--- config.mk ---
export PLATFORM = sky130hd
export DESIGN_NAME = sctag_rdmard_seq
export DESIGN_NICKNAME = d
export VERILOG_FILES = /design/src/rtl/sctag_rdmard_seq_pkg.sv /design/src/rtl/dff_s.sv /design/src/rtl/sctag_rdmard_seq_fifo.sv /design/src/rtl/sctag_rdmard_seq.sv
export SDC_FILE = /design/constraint.sdc
export NUM_CORES = 1
export LEC_CHECK = 0
export CORE_UTILIZATION = 63
export CTS_BUF_LIST = sky130_fd_sc_hd__clkbuf_8
export DETAILED_ROUTE_END_ITERATION = 8
export PLACE_DENSITY_LB_ADDON = 0.2
export SLEW_MARGIN = 20
export SYNTH_ARGS = -nofsm -noshare
export SYNTH_HDL_FRONTEND = slang
export SYNTH_SLANG_ARGS = --single-unit
--- constraint.sdc ---
create_clock -name rclk -period 5.4 [get_ports rclk]
set_input_delay 0.54 -clock rclk [delete_from_list [all_inputs] [get_ports rclk]]
set_output_delay 0.54 -clock rclk [all_outputs]
set_load 0.005 [all_outputs]
--- src/rtl/sctag_rdmard_seq_pkg.sv ---
// rtl/sctag_rdmard_seq_pkg.sv - shared constants and types for the RDMA read return sequencer
//
// Purpose: ctag geometry, line geometry, error-flag latency and FSM encoding
// shared by the sequencer and its test environment.
package sctag_rdmard_seq_pkg;

  localparam int CTAG_W         = 15;
  localparam int IO_READ_BIT    = 12;
  localparam int RDMARD_NWORDS  = 16;
  localparam int RDMARD_ERR_LAT = 4;
  localparam int RDMARD_WORD_W  = $clog2(RDMARD_NWORDS);

  typedef enum logic [1:0] {
    ST_IDLE = 2'b00,
    ST_HDR  = 2'b01,
    ST_DATA = 2'b10
  } rdmard_state_t;

  // Every ctag handed to the datapath is marked as an IO read.
  function automatic logic [CTAG_W-1:0] io_read_ctag(input logic [CTAG_W-1:0] ctag);
    return ctag | (CTAG_W'(1) << IO_READ_BIT);
  endfunction

endpackage

--- src/rtl/dff_s.sv ---
// rtl/dff_s.sv - scannable D flop bank
//
// Purpose: plain positive-edge register with a scan mux in front.
// Ports:
//   din  - functional data
//   clk  - clock
//   q    - registered output
//   se   - scan enable (selects si)
//   si   - scan data
module dff_s #(
  parameter int SIZE = 1
) (
  input  logic [SIZE-1:0] din,
  input  logic            clk,
  output logic [SIZE-1:0] q,
  input  logic            se,
  input  logic [SIZE-1:0] si
);

  always_ff @(posedge clk) begin
    q <= se ? si : din;
  end

endmodule

--- src/rtl/sctag_rdmard_seq_fifo.sv ---
// rtl/sctag_rdmard_seq_fifo.sv - request FIFO for the RDMA read sequencer
//
// Purpose: DEPTH x WIDTH synchronous FIFO, count-based full/empty, built
// from dff_s banks. Reset is folded into the flop inputs.
// Ports:
//   clk, rst   - clock, synchronous active-high reset
//   push       - write push_data (ignored when full)
//   push_data  - entry to enqueue
//   pop        - discard head (ignored when empty)
//   head       - oldest entry
//   full       - DEPTH entries held
//   empty      - no entries held
module rdmard_req_fifo #(
  parameter int DEPTH = 4,
  parameter int WIDTH = 15
) (
  input  logic             clk,
  input  logic             rst,
  input  logic             push,
  input  logic [WIDTH-1:0] push_data,
  input  logic             pop,
  output logic [WIDTH-1:0] head,
  output logic             full,
  output logic             empty
);

  localparam int PTR_W = $clog2(DEPTH);
  localparam int CNT_W = PTR_W + 1;

  logic [PTR_W-1:0] wptr, wptr_d, rptr, rptr_d;
  logic [CNT_W-1:0] cnt, cnt_d;
  logic [WIDTH-1:0] mem   [DEPTH];
  logic [WIDTH-1:0] mem_d [DEPTH];
  logic             do_push, do_pop;

  assign full    = (cnt == CNT_W'(DEPTH));
  assign empty   = (cnt == '0);
  assign do_push = push & ~full;
  assign do_pop  = pop & ~empty;
  assign head    = mem[rptr];

  always_comb begin
    wptr_d = wptr;
    rptr_d = rptr;
    cnt_d  = cnt;
    if (rst) begin
      wptr_d = '0;
      rptr_d = '0;
      cnt_d  = '0;
    end else begin
      if (do_push) wptr_d = wptr + PTR_W'(1);
      if (do_pop)  rptr_d = rptr + PTR_W'(1);
      cnt_d = cnt + CNT_W'(do_push) - CNT_W'(do_pop);
    end
  end

  // Storage needs no reset: entries are only read once counted.
  always_comb begin
    for (int i = 0; i < DEPTH; i++) begin
      mem_d[i] = (do_push && (wptr == PTR_W'(i))) ? push_data : mem[i];
    end
  end

  dff_s #(.SIZE(PTR_W)) u_wptr (.din(wptr_d), .clk(clk), .q(wptr), .se(1'b0), .si('0));
  dff_s #(.SIZE(PTR_W)) u_rptr (.din(rptr_d), .clk(clk), .q(rptr), .se(1'b0), .si('0));
  dff_s #(.SIZE(CNT_W)) u_cnt  (.din(cnt_d),  .clk(clk), .q(cnt),  .se(1'b0), .si('0));

  for (genvar g = 0; g < DEPTH; g++) begin : g_mem
    dff_s #(.SIZE(WIDTH)) u_ent (.din(mem_d[g]), .clk(clk), .q(mem[g]), .se(1'b0), .si('0));
  end

endmodule

--- src/rtl/sctag_rdmard_seq.sv ---
// rtl/sctag_rdmard_seq.sv - RDMA read return sequencer (L2 data to JBI via scbuf)
//
// Purpose: queues RDMA read ctags, drives one header cycle then NWORDS
// word-select cycles on the scbuf c7 pins, and folds the per-word ECC
// flags returning ERR_LAT cycles later into one completion per request.
// Ports:
//   rclk, rst                  - clock, synchronous active-high reset
//   req_vld/req_ctag/req_rdy   - request enqueue handshake
//   jbi_hold                   - gates the start of a new header only
//   sctag_scbuf_*_c7           - header/word controls to the datapath
//   scbuf_sctag_rdma_*err_c10  - per-word error flags, ERR_LAT after issue
//   rdmard_done*               - completion pulse with ctag and UE/CE summary
//   busy                       - queue, FSM or error window active
module sctag_rdmard_seq
  import sctag_rdmard_seq_pkg::*;
#(
  parameter int QDEPTH  = 4,
  parameter int NWORDS  = RDMARD_NWORDS,
  parameter int ERR_LAT = RDMARD_ERR_LAT
) (
  input  logic                     rclk,
  input  logic                     rst,
  input  logic                     req_vld,
  input  logic [CTAG_W-1:0]        req_ctag,
  output logic                     req_rdy,
  input  logic                     jbi_hold,
  output logic                     sctag_scbuf_ctag_en_c7,
  output logic [CTAG_W-1:0]        sctag_scbuf_ctag_c7,
  output logic                     sctag_scbuf_req_en_c7,
  output logic [RDMARD_WORD_W-1:0] sctag_scbuf_word_c7,
  output logic                     sctag_scbuf_word_vld_c7,
  input  logic                     scbuf_sctag_rdma_uerr_c10,
  input  logic                     scbuf_sctag_rdma_cerr_c10,
  output logic                     rdmard_done,
  output logic [CTAG_W-1:0]        rdmard_done_ctag,
  output logic                     rdmard_done_ue,
  output logic                     rdmard_done_ce,
  output logic                     busy
);

  rdmard_state_t            state, state_d;
  logic [RDMARD_WORD_W-1:0] word_cnt, word_cnt_d;
  logic [CTAG_W-1:0]        fifo_head, cur_ctag, ctag_q;
  logic                     fifo_full, fifo_empty, fifo_pop;
  logic                     in_hdr, in_data, last_word, can_start;

  logic [ERR_LAT-1:0]       dl_vld, dl_last;
  logic [CTAG_W-1:0]        dl_ctag [ERR_LAT];
  logic                     out_vld, out_done, acc_ue, acc_ce, ue_any;

  assign req_rdy = ~fifo_full;

  rdmard_req_fifo #(.DEPTH(QDEPTH), .WIDTH(CTAG_W)) u_fifo (
    .clk       (rclk),
    .rst       (rst),
    .push      (req_vld),
    .push_data (req_ctag),
    .pop       (fifo_pop),
    .head      (fifo_head),
    .full      (fifo_full),
    .empty     (fifo_empty)
  );

  assign in_hdr    = (state == ST_HDR);
  assign in_data   = (state == ST_DATA);
  assign last_word = in_data && (word_cnt == RDMARD_WORD_W'(NWORDS - 1));
  assign can_start = ~fifo_empty & ~jbi_hold;

  always_comb begin
    state_d    = state;
    word_cnt_d = word_cnt;
    fifo_pop   = 1'b0;
    unique case (state)
      ST_IDLE: if (can_start) state_d = ST_HDR;
      ST_HDR: begin
        fifo_pop   = 1'b1;
        word_cnt_d = '0;
        state_d    = ST_DATA;
      end
      ST_DATA: begin
        word_cnt_d = word_cnt + RDMARD_WORD_W'(1);
        // Back-to-back header is safe: the next line lands after the
        // last word's select has been consumed.
        if (last_word) state_d = can_start ? ST_HDR : ST_IDLE;
      end
      default: state_d = ST_IDLE;
    endcase
  end

  always_ff @(posedge rclk) begin
    if (rst) begin
      state    <= ST_IDLE;
      word_cnt <= '0;
      ctag_q   <= '0;
      cur_ctag <= '0;
    end else begin
      state    <= state_d;
      word_cnt <= word_cnt_d;
      if (in_hdr) begin
        ctag_q   <= io_read_ctag(fifo_head);
        cur_ctag <= fifo_head;
      end
    end
  end

  assign sctag_scbuf_ctag_en_c7  = in_hdr;
  assign sctag_scbuf_req_en_c7   = in_hdr;
  assign sctag_scbuf_ctag_c7     = in_hdr ? io_read_ctag(fifo_head) : ctag_q;
  assign sctag_scbuf_word_vld_c7 = in_data;
  assign sctag_scbuf_word_c7     = in_data ? word_cnt : '0;

  // Delay line aligns each issued word with its returning error flags.
  always_ff @(posedge rclk) begin
    if (rst) begin
      dl_vld  <= '0;
      dl_last <= '0;
      for (int i = 0; i < ERR_LAT; i++) dl_ctag[i] <= '0;
    end else begin
      for (int i = ERR_LAT - 1; i > 0; i--) begin
        dl_vld[i]  <= dl_vld[i-1];
        dl_last[i] <= dl_last[i-1];
        dl_ctag[i] <= dl_ctag[i-1];
      end
      dl_vld[0]  <= in_data;
      dl_last[0] <= last_word;
      dl_ctag[0] <= cur_ctag;
    end
  end

  assign out_vld  = dl_vld[ERR_LAT-1];
  assign out_done = out_vld & dl_last[ERR_LAT-1];
  assign ue_any   = acc_ue | scbuf_sctag_rdma_uerr_c10;

  always_ff @(posedge rclk) begin
    if (rst || out_done) begin
      acc_ue <= 1'b0;
      acc_ce <= 1'b0;
    end else if (out_vld) begin
      acc_ue <= acc_ue | scbuf_sctag_rdma_uerr_c10;
      acc_ce <= acc_ce | scbuf_sctag_rdma_cerr_c10;
    end
  end

  assign rdmard_done      = out_done;
  assign rdmard_done_ctag = out_done ? dl_ctag[ERR_LAT-1] : '0;
  assign rdmard_done_ue   = out_done & ue_any;
  assign rdmard_done_ce   = out_done & (acc_ce | scbuf_sctag_rdma_cerr_c10) & ~ue_any;

  assign busy = ~fifo_empty | (state != ST_IDLE) | (|dl_vld);

endmodule
==> results.py, run 1 <==
metrics = {
    "cts": {
        "hold_buffers": 0,
        "post_cts_buffers": 0,
        "ctsRootBufferMaster": "clkbuf_8",
        "cts_made_buffers": 17,
        "clkSinkCount": 173,
        "clk_pin_slew_ps": 80,
        "insertion_delay_ps": 430,
        "cts_resized": 0,
        "clk_path_buf_depth": 2,
        "cts_tree": "done",
        "htree_levels": 4,
    },
    "setup_path": {
        "end_kind": "primary output",
        "critPathRequiredTime_ps": 4860,
        "cp-start-kind": "register",
        "worst_r2r_startpoint": "state[1]",
        "r2r_setup_slack_ps": 2860,
        "arrival_ps": 2770,
        "crit_type": "register to primary output",
        "regToRegEndpoint": "u_fifo.u_cnt.q[2]",
        "cp_max_fo": 17,
        "worstRegToRegCells": 12,
    },
    "final_layout": {
        "drive_above_1_share": 0.0829,
        "final_area_um2": 7170,
        "area_delta_synth_final_pct": 16.6,
        "antennaDiodeCount": 0,
        "multiInputGateArea_um2": 1910,
        "layout_commonest_cell": "dfxtp_1",
        "final_cell_mix": "113 x dfxtp_1, 73 x nor2b_1, 61 x clkdlybuf4s50_1",
        "final_nets": 564,
        "ff_latch_area_um2": 4060,
        "fillers": 618,
    },
    "logic_synthesis": {
        "yosysWarningCount": 0,
        "synth.area.top_cells": "dfxtp_1 37%, edfxtp_1 29%, nor2b_1 7.4%",
        "syn_inst": 476,
        "synth_seq_cells": 173,
        "syn_avg_cell_area_um2": 12.9,
        "synth_edf_count": 60,
        "seq_area_frac_synth": 0.660,
        "netlist.area_leader.share": 0.368,
        "ys.flop_type": "dfxtp_1",
        "ys_types": 40,
        "async_flop_share": 0,
        "synthesis.area_um2": 6150,
        "synth.largest_area_cell": "dfxtp_1",
        "synth_fp_nets": 510,
    },
    "detailed_routing": {
        "first_pass_iters": 4,
        "drcViolationCount": 0,
        "wire_per_inst_um": 13.6,
        "ant_nets": 0,
        "first_iter_violations": 143,
        "drt_wl_total_mm": 9.14,
        "vias": 3468,
        "routed_via_density": 5.16,
    },
    "placed_design": {
        "io_buffers": 62,
        "place_area_um2": 6790,
        "dp_hpwl_mm": 5.68,
        "place_congestion": 0.724,
    },
    "floorplanning": {
        "die_w_um": 101,
        "ioPinCount": 63,
        "rows": 35,
        "start_util": 0.657,
        "die-area_um2": 10200,
        "die-height_um": 101,
        "core-area_um2": 9370,
    },
    "global_route": {
        "grt_overflow": 0,
        "grt_max_degree": 116,
        "grt_pass1_wl_mm": 14.7,
        "top_usage_layer": "met2",
        "grt_pass1_vias": 3145,
        "grtUsageMet3": 0.0499,
        "grt_use_total": 0.193,
        "globalRouteMet2Util": 0.315,
        "antenna_found_initial": 0,
        "grtUsageMet1": 0.241,
    },
    "timing": {
        "period_share": 0.613,
        "fin_setup_tns_ps": 0,
        "fmax_mhz": 302,
        "grt_setup_unrepaired": "no",
        "hold_violations": 0,
        "drv_slew": 0,
        "tightest_slew_ps": 1060,
        "fin_skew_ps": 12.9,
        "timing.final.crit_period_ps": 3310,
        "setup_viol_count_final": 0,
        "maxSlewHeadroom": 0.296,
    },
    "power_and_ir_drop": {
        "p_leak_uw": 0.00271,
        "ir_drop_v": 0.000228,
        "p_total_uw": 3020,
        "power.density_nw_per_um2": 422,
    },
    "worst_hold_path": {
        "whs_path_depth": 1,
        "hold_class": "register to register",
        "min_from": "dl_ctag[1][3]",
        "min_to": "dl_ctag[2][3]",
    },
    "outcome": {
        "status": "finished, final reports clean",
    },
    "job": {
        "maxCapViolations": 0,
    },
}
[layout make-up]
type | count | area share
clock inverters | 13 | 0.0138
well taps | 129 | 0.0225
clock buffers | 19 | 0.0364
inverters | 10 | 0.00523
multi-input cells | 264 | 0.266
flip-flops and latches | 173 | 0.566
repair buffers | 64 | 0.0900
[layer usage]
layer,vias to the layer above,part of all wire
met5,-,0
met4,0,0.018
met3,15,0.041
met2,85,0.50
met1,1637,0.44
li1,1731,-
[worst max-delay path: stages (launching register included)]
cell and delay [ps]:
dfxtp_1 1020, mux4_1 650, nand2_1 140, nand2_1 70, clkdlybuf4s50_1 460
[flip-flops by register name, summed over array words and instances (netlist names)]
name and flops:
word_cnt 4, acc_ce 1, u_fifo.u_rptr.q 2, cur_ctag 15, u_fifo.g_mem.u_ent.q 60, state 2
dl_vld 4, ctag_q 15, u_fifo.u_cnt.q 3, dl_last 4, dl_ctag 60, u_fifo.u_wptr.q 2
acc_ue 1
[stage by stage]
step / std cells / setup WS, ps / hold slack [ps] / util
floorplan: 476 / 2940 / 414 / -
global placement: 639 / 2560 / 417 / 0.725
detailed placement: 639 / 2490 / 421 / 0.725
CTS: 671 / 2030 / 434 / 0.763
global route: 672 / 1910 / 450 / 0.766
finish: 672 / 2090 / 436 / 0.766
[worst max-delay path by stage]
stage	slack, ps	to	startpoint
floorplan	2940	u_fifo.u_cnt.q[2]	state[1]
global placement	2560	sctag_scbuf_ctag_c7[14]	u_fifo.u_rptr.q[0]
detailed placement	2490	sctag_scbuf_ctag_c7[3]	u_fifo.u_rptr.q[0]
CTS	2030	sctag_scbuf_ctag_c7[0]	u_fifo.u_rptr.q[0]
global route	1910	sctag_scbuf_ctag_c7[0]	u_fifo.u_rptr.q[0]
finish	2090	sctag_scbuf_ctag_c7[0]	u_fifo.u_rptr.q[0]
[report_power, final]
group | switching, uW | internal, uW
registers | 84.1 | 1500
clock network | 422 | 384
logic | 287 | 352
total | 793 | 2230
[logic make-up (layout without fill, tap and decap cells)]
family,Yosys count,count (layout),synth area share
AND/OR/NAND/NOR,184,184,0.171
flip-flops,173,173,0.660
AO/OA/AOI/OAI,46,46,0.0425
buffers and inverters,39,106,0.0301
multiplexers,17,17,0.0624
adder cells (fa/ha/maj),13,13,0.0276
XOR/XNOR,4,4,0.00569
[cells in the mapped netlist, types with 2 or more instances]
master and instances:
nand3_1 6, mux4_1 7, edfxtp_1 60, inv_1 10, o32ai_1 2, mux2i_1 2, buf_2 3, and3_1 15
a21oi_1 35, and2_1 6, nor2b_1 73, nand2_1 31, buf_6 2, xnor2_1 2, and3_2 4, nor3_1 4
a21o_1 2, nand2b_1 31, xor2_1 2, o21ai_0 2, nor2_1 8, mux4_2 8, clkbuf_1 21, dfxtp_1 113
ha_1 12
Note: power is estimated with default switching activity, not from simulation.
==> run 2: changes to the inputs <==
--- a/config.mk
+++ b/config.mk
@@ -5,7 +5,7 @@
 export SDC_FILE = /design/constraint.sdc
 export NUM_CORES = 1
 export LEC_CHECK = 0
-export CORE_UTILIZATION = 63
+export CORE_UTILIZATION = 58
 export CTS_BUF_LIST = sky130_fd_sc_hd__clkbuf_8
 export DETAILED_ROUTE_END_ITERATION = 8
 export PLACE_DENSITY_LB_ADDON = 0.2
==> constraint.sdc (replaced) <==
create_clock -name rclk -period 3.31 [get_ports rclk]
set_input_delay 0.331 -clock rclk [delete_from_list [all_inputs] [get_ports rclk]]
set_output_delay 0.331 -clock rclk [all_outputs]
set_load 0.005 [all_outputs]
==> results.py, run 2 (same netlist as run 1, synthesis figures left out) <==
metrics = {
    "final_layout": {
        "antennaDiodeCount": 0,
        "drive_above_1_share": 0.0902,
        "final_nets": 564,
        "fillers": 714,
        "final_cell_mix": "113 x dfxtp_1, 73 x nor2b_1, 61 x clkdlybuf4s50_1",
        "area_delta_synth_final_pct": 17.0,
        "instances_no_fill": 679,
        "layout_commonest_cell": "dfxtp_1",
        "reg_top3": "dl_ctag: 60 flops, u_fifo.g_mem.u_ent.q: 60 flops",
    },
    "timing": {
        "fin_skew_ps": 14.0,
        "fmax_mhz": 374,
        "maxSlewHeadroom": 0.288,
        "timing.final.crit_period_ps": 2670,
        "drv_slew": 0,
        "grt_setup_unrepaired": "no",
        "setup_viol_count_final": 0,
        "tightest_slew_ps": 1070,
        "period_share": 0.807,
        "fin_setup_tns_ps": 0,
        "hold_violations": 0,
        "worst_slack_ps": 638,
    },
    "global_route": {
        "top_usage_layer": "met2",
        "grt_pass1_wl_mm": 15.0,
        "grt_max_degree": 116,
        "grtUsageMet3": 0.0455,
        "grtUsageMet1": 0.222,
        "grt_use_total": 0.178,
        "grt_overflow": 0,
        "grt_pass1_vias": 3184,
        "antenna_found_initial": 0,
        "globalRouteMet2Util": 0.290,
    },
    "cts": {
        "htree_levels": 4,
        "clk_pin_slew_ps": 90,
        "cts_tree": "done",
        "post_cts_buffers": 0,
        "hold_buffers": 0,
        "clkSinkCount": 173,
        "cts_made_buffers": 17,
        "ctsRootBufferMaster": "clkbuf_8",
        "cts_resized": 0,
        "clk_path_buf_depth": 2,
        "insertion_delay_ps": 440,
    },
    "setup_path": {
        "cp-start-kind": "register",
        "critPathRequiredTime_ps": 2980,
        "crit_type": "register to primary output",
        "arrival_ps": 2340,
        "startpoint": "u_fifo.u_rptr.q[1]",
        "cp_max_fo": 16,
        "end_kind": "primary output",
        "worst_r2r_startpoint": "state[1]",
    },
    "detailed_routing": {
        "drcViolationCount": 0,
        "routed_via_density": 5.05,
        "wire_per_inst_um": 13.4,
        "first_pass_iters": 4,
        "drt_wl_total_mm": 9.09,
        "ant_nets": 0,
        "vias": 3427,
        "first_iter_violations": 153,
    },
    "power_and_ir_drop": {
        "power.density_nw_per_um2": 697,
        "p_leak_uw": 0.00270,
        "ir_drop_v": 0.000337,
    },
    "floorplanning": {
        "ioPinCount": 63,
        "die-area_um2": 11000,
        "start_util": 0.596,
        "die_w_um": 105,
        "die-height_um": 105,
        "rows": 37,
        "core-area_um2": 10300,
    },
    "placed_design": {
        "place_congestion": 0.749,
        "place_inst": 647,
        "dp_hpwl_mm": 5.57,
        "dpl_worst_slack_ps": 862,
        "io_buffers": 62,
    },
    "worst_hold_path": {
        "min_from": "dl_ctag[1][3]",
        "hold_class": "register to register",
    },
    "outcome": {
        "status": "finished, final reports clean",
    },
    "job": {
        "maxCapViolations": 0,
    },
}
[run 2: where the power goes]
group	leakage [uW]	total, uW	internal [uW]	switching (uW)
Combinational	0.00104	1090	578	510
Sequential	0.00146	2540	2440	97.2
Clock	0.000196	1400	586	813
Total	0.00270	5020	3600	1420
[run 2: metal layers]
layer / vias up / routed length (um) / share of wire
met5: - / 0 / 0
met4: 0 / 95 / 0.010
met3: 9 / 274 / 0.030
met2: 74 / 4570 / 0.50
met1: 1611 / 4150 / 0.46
li1: 1733 / - / -
[run 2: final timing paths]
path                                          endpoint  slack, ps  cells after the start
worst min-delay path                     dl_ctag[2][3]        440                      1
worst min register to register           dl_ctag[2][3]        440                      1
worst max-delay path            sctag_scbuf_ctag_c7[2]        640                      4
worst max register to register       u_fifo.u_cnt.q[2]        920                     11
[run 2: stage by stage]
stage | utilization | total power, uW | area [um^2] | hold slack (ps)
after CTS | 0.698 | 5070 | 7200 | 429
final | 0.698 | 5020 | 7200 | 437
after floorplan | - | 3270 | 6150 | 410
after detailed placement | 0.660 | 3680 | 6810 | 420
after global routing | 0.698 | 5290 | 7200 | 448
after global placement | 0.660 | 3630 | 6810 | 416
[run 2: layout make-up]
class	count	area, um^2	area share
Clock buffer	18	248	0.0344
Clock inverter	14	145	0.0201
Inverter	10	37.5	0.00521
Multi-Input combinational cell	264	1910	0.265
Sequential cell	173	4060	0.564
Tap cell	136	170	0.0236
Timing Repair Buffer	64	633	0.0879
[run 2: worst max-delay path: stages (launching register included)]
cell and delay [ps]:
dfxtp_1 810, mux4_1 430, nand2_1 170, nand2_1 70
clkdlybuf4s50_1 440
==> run 3: changes to the inputs <==
--- a/config.mk
+++ b/config.mk
@@ -5,7 +5,7 @@
 export SDC_FILE = /design/constraint.sdc
 export NUM_CORES = 1
 export LEC_CHECK = 0
-export CORE_UTILIZATION = 58
+export CORE_UTILIZATION = 53
 export CTS_BUF_LIST = sky130_fd_sc_hd__clkbuf_8
 export DETAILED_ROUTE_END_ITERATION = 8
 export PLACE_DENSITY_LB_ADDON = 0.2
==> constraint.sdc (replaced) <==
create_clock -name rclk -period 2.2 [get_ports rclk]
set_input_delay 0.22 -clock rclk [delete_from_list [all_inputs] [get_ports rclk]]
set_output_delay 0.22 -clock rclk [all_outputs]
set_load 0.005 [all_outputs]
==> results.py, run 3 (same netlist as run 1, synthesis figures left out) <==
metrics = {
    "power_and_ir_drop": {
        "p_leak_uw": 0.00285,
        "ir_drop_v": 0.000520,
        "power.density_nw_per_um2": 1050,
        "pwr-share-seq": 0.488,
        "clkPwrFrac": 0.264,
        "switching_power_uw": 2250,
        "p_sw_frac": 0.285,
        "p_total_uw": 7890,
        "p_int_uw": 5640,
        "p_comb_frac": 0.248,
    },
    "timing": {
        "hold_violations": 0,
        "setup_viol_count_final": 0,
        "tightest_slew_ps": 662,
        "drv_slew": 0,
        "fin_skew_ps": 13.8,
        "timing.final.crit_period_ps": 2190,
        "fmax_mhz": 456,
        "maxSlewHeadroom": 0.559,
        "period_share": 0.996,
        "grt_setup_unrepaired": "yes",
    },
    "cts": {
        "ctsRootBufferMaster": "clkbuf_8",
        "cts_tree": "done",
        "cts_made_buffers": 17,
        "hold_buffers": 0,
        "clkSinkCount": 173,
        "htree_levels": 4,
        "clk_pin_slew_ps": 90,
        "insertion_delay_ps": 440,
        "clk_path_buf_depth": 2,
    },
    "floorplanning": {
        "rows": 38,
        "die_w_um": 110,
        "die-height_um": 110,
        "die-area_um2": 12000,
        "core-area_um2": 11100,
        "ioPinCount": 63,
        "start_util": 0.556,
    },
    "setup_path": {
        "arrival_ps": 1970,
        "cp-start-kind": "register",
        "critPathRequiredTime_ps": 1980,
        "cp_max_fo": 4,
        "crit_type": "register to primary output",
        "end_kind": "primary output",
    },
    "detailed_routing": {
        "vias": 3479,
        "wire_per_inst_um": 14.0,
        "drcViolationCount": 0,
        "first_iter_violations": 234,
        "drt_wl_total_mm": 9.86,
        "routed_via_density": 4.95,
        "ant_nets": 0,
        "first_pass_iters": 4,
    },
    "placed_design": {
        "dp_hpwl_mm": 5.59,
        "io_buffers": 62,
        "place_congestion": 0.756,
    },
    "job": {
        "maxCapViolations": 0,
    },
    "final_layout": {
        "drive_above_1_share": 0.188,
        "fillers": 810,
        "final_nets": 584,
        "antennaDiodeCount": 0,
        "final_cell_mix": "107 x dfxtp_1, 73 x nor2b_1, 60 x edfxtp_1",
        "layout_commonest_cell": "dfxtp_1",
        "finish.utilization": 0.676,
        "area_delta_synth_final_pct": 21.7,
        "reg_top3": "dl_ctag: 60 flops, u_fifo.g_mem.u_ent.q: 60 flops",
    },
    "global_route": {
        "grt_pass1_wl_mm": 15.7,
        "antenna_found_initial": 0,
        "grt_use_total": 0.177,
        "grt_max_degree": 67,
        "grt_overflow": 0,
        "grt_pass1_vias": 3346,
    },
    "outcome": {
        "status": "finished, final reports clean",
    },
    "worst_hold_path": {
        "hold_class": "primary input to register",
    },
}
[run 3: cell types whose count changed in the layout (fill, tap and decap cells not counted), moves of 5 or more]
| cell | delta |
|---|---|
| buf_12 | +5 |
| clkdlybuf4s50_1 | -15 |
| nand2_2 | +15 |
| buf_4 | +14 |
| mux4_2 | +6 |
| dfxtp_1 | -6 |
| dlygate4sd2_1 | +8 |
| nand2_1 | -15 |
| mux4_1 | -6 |
[run 3: final timing paths]
path                      start                endpoint  cells after the start  slack (ps)
max          u_fifo.u_rptr.q[0]  sctag_scbuf_ctag_c7[0]                      6           8
min                         rst           dl_ctag[3][0]                      2         300
max reg2reg            state[1]       u_fifo.u_cnt.q[2]                     11          90
min reg2reg       dl_ctag[0][3]           dl_ctag[1][3]                      1         440
[run 3: metal layers]
layer / up-vias / global-route usage / wire length, um
met5: - / 0 / 0
met4: 0 / 0.0886 / 93
met3: 10 / 0.0421 / 314
met2: 84 / 0.290 / 4970
met1: 1618 / 0.219 / 4480
li1: 1767 / - / -
[run 3: final cells by class]
type                       count  area [um^2]  share of cell area
clock buffer                  19          262              0.0349
clock inverter                13          119              0.0159
tap                          140          175              0.0234
multi-input combinational    264         1970               0.263
timing repair buffer          84          846               0.113
sequential                   173         4080               0.544
inverter                      10         37.5             0.00501
[run 3: power groups by stage]
stage          sequential (uW)  combinational (uW)  clock [uW]
2_1_floorplan             3860                1140           0
3_3_place_gp              3880                1700           0
5_1_grt                   3890                2150        2270
3_5_place_dp              3900                1730           0
4_1_cts                   3840                1980        2130
6_report                  3850                1950        2080
[run 3: timing repair]
item,in CTS,in global routing
pin swaps,8,5
gates resized for setup,44,15
setup buffers,12,1
cloned,2,0
setup endpoints to repair,21,22
[run 3: metrics by stage]
stage,area [um^2],cells,TNS (ps),worst slack (ps),hold slack [ps]
floorplan,6210,476,-15.3,-15.3,299
global placement,6930,657,0,123,417
detailed placement,6930,657,0,35.2,420
CTS,7510,703,-207,-82.2,275
global route,7490,703,-121,-85.7,301
finish,7490,703,0,8.48,298
[run 3: worst max-delay path, cell delays in order (launching register included)]
cell and delay [ps]:
dfxtp_4 380, buf_12 110, buf_12 110, mux4_2 500, nand2_2 90, nand2_1 80
dlygate4sd2_1 270
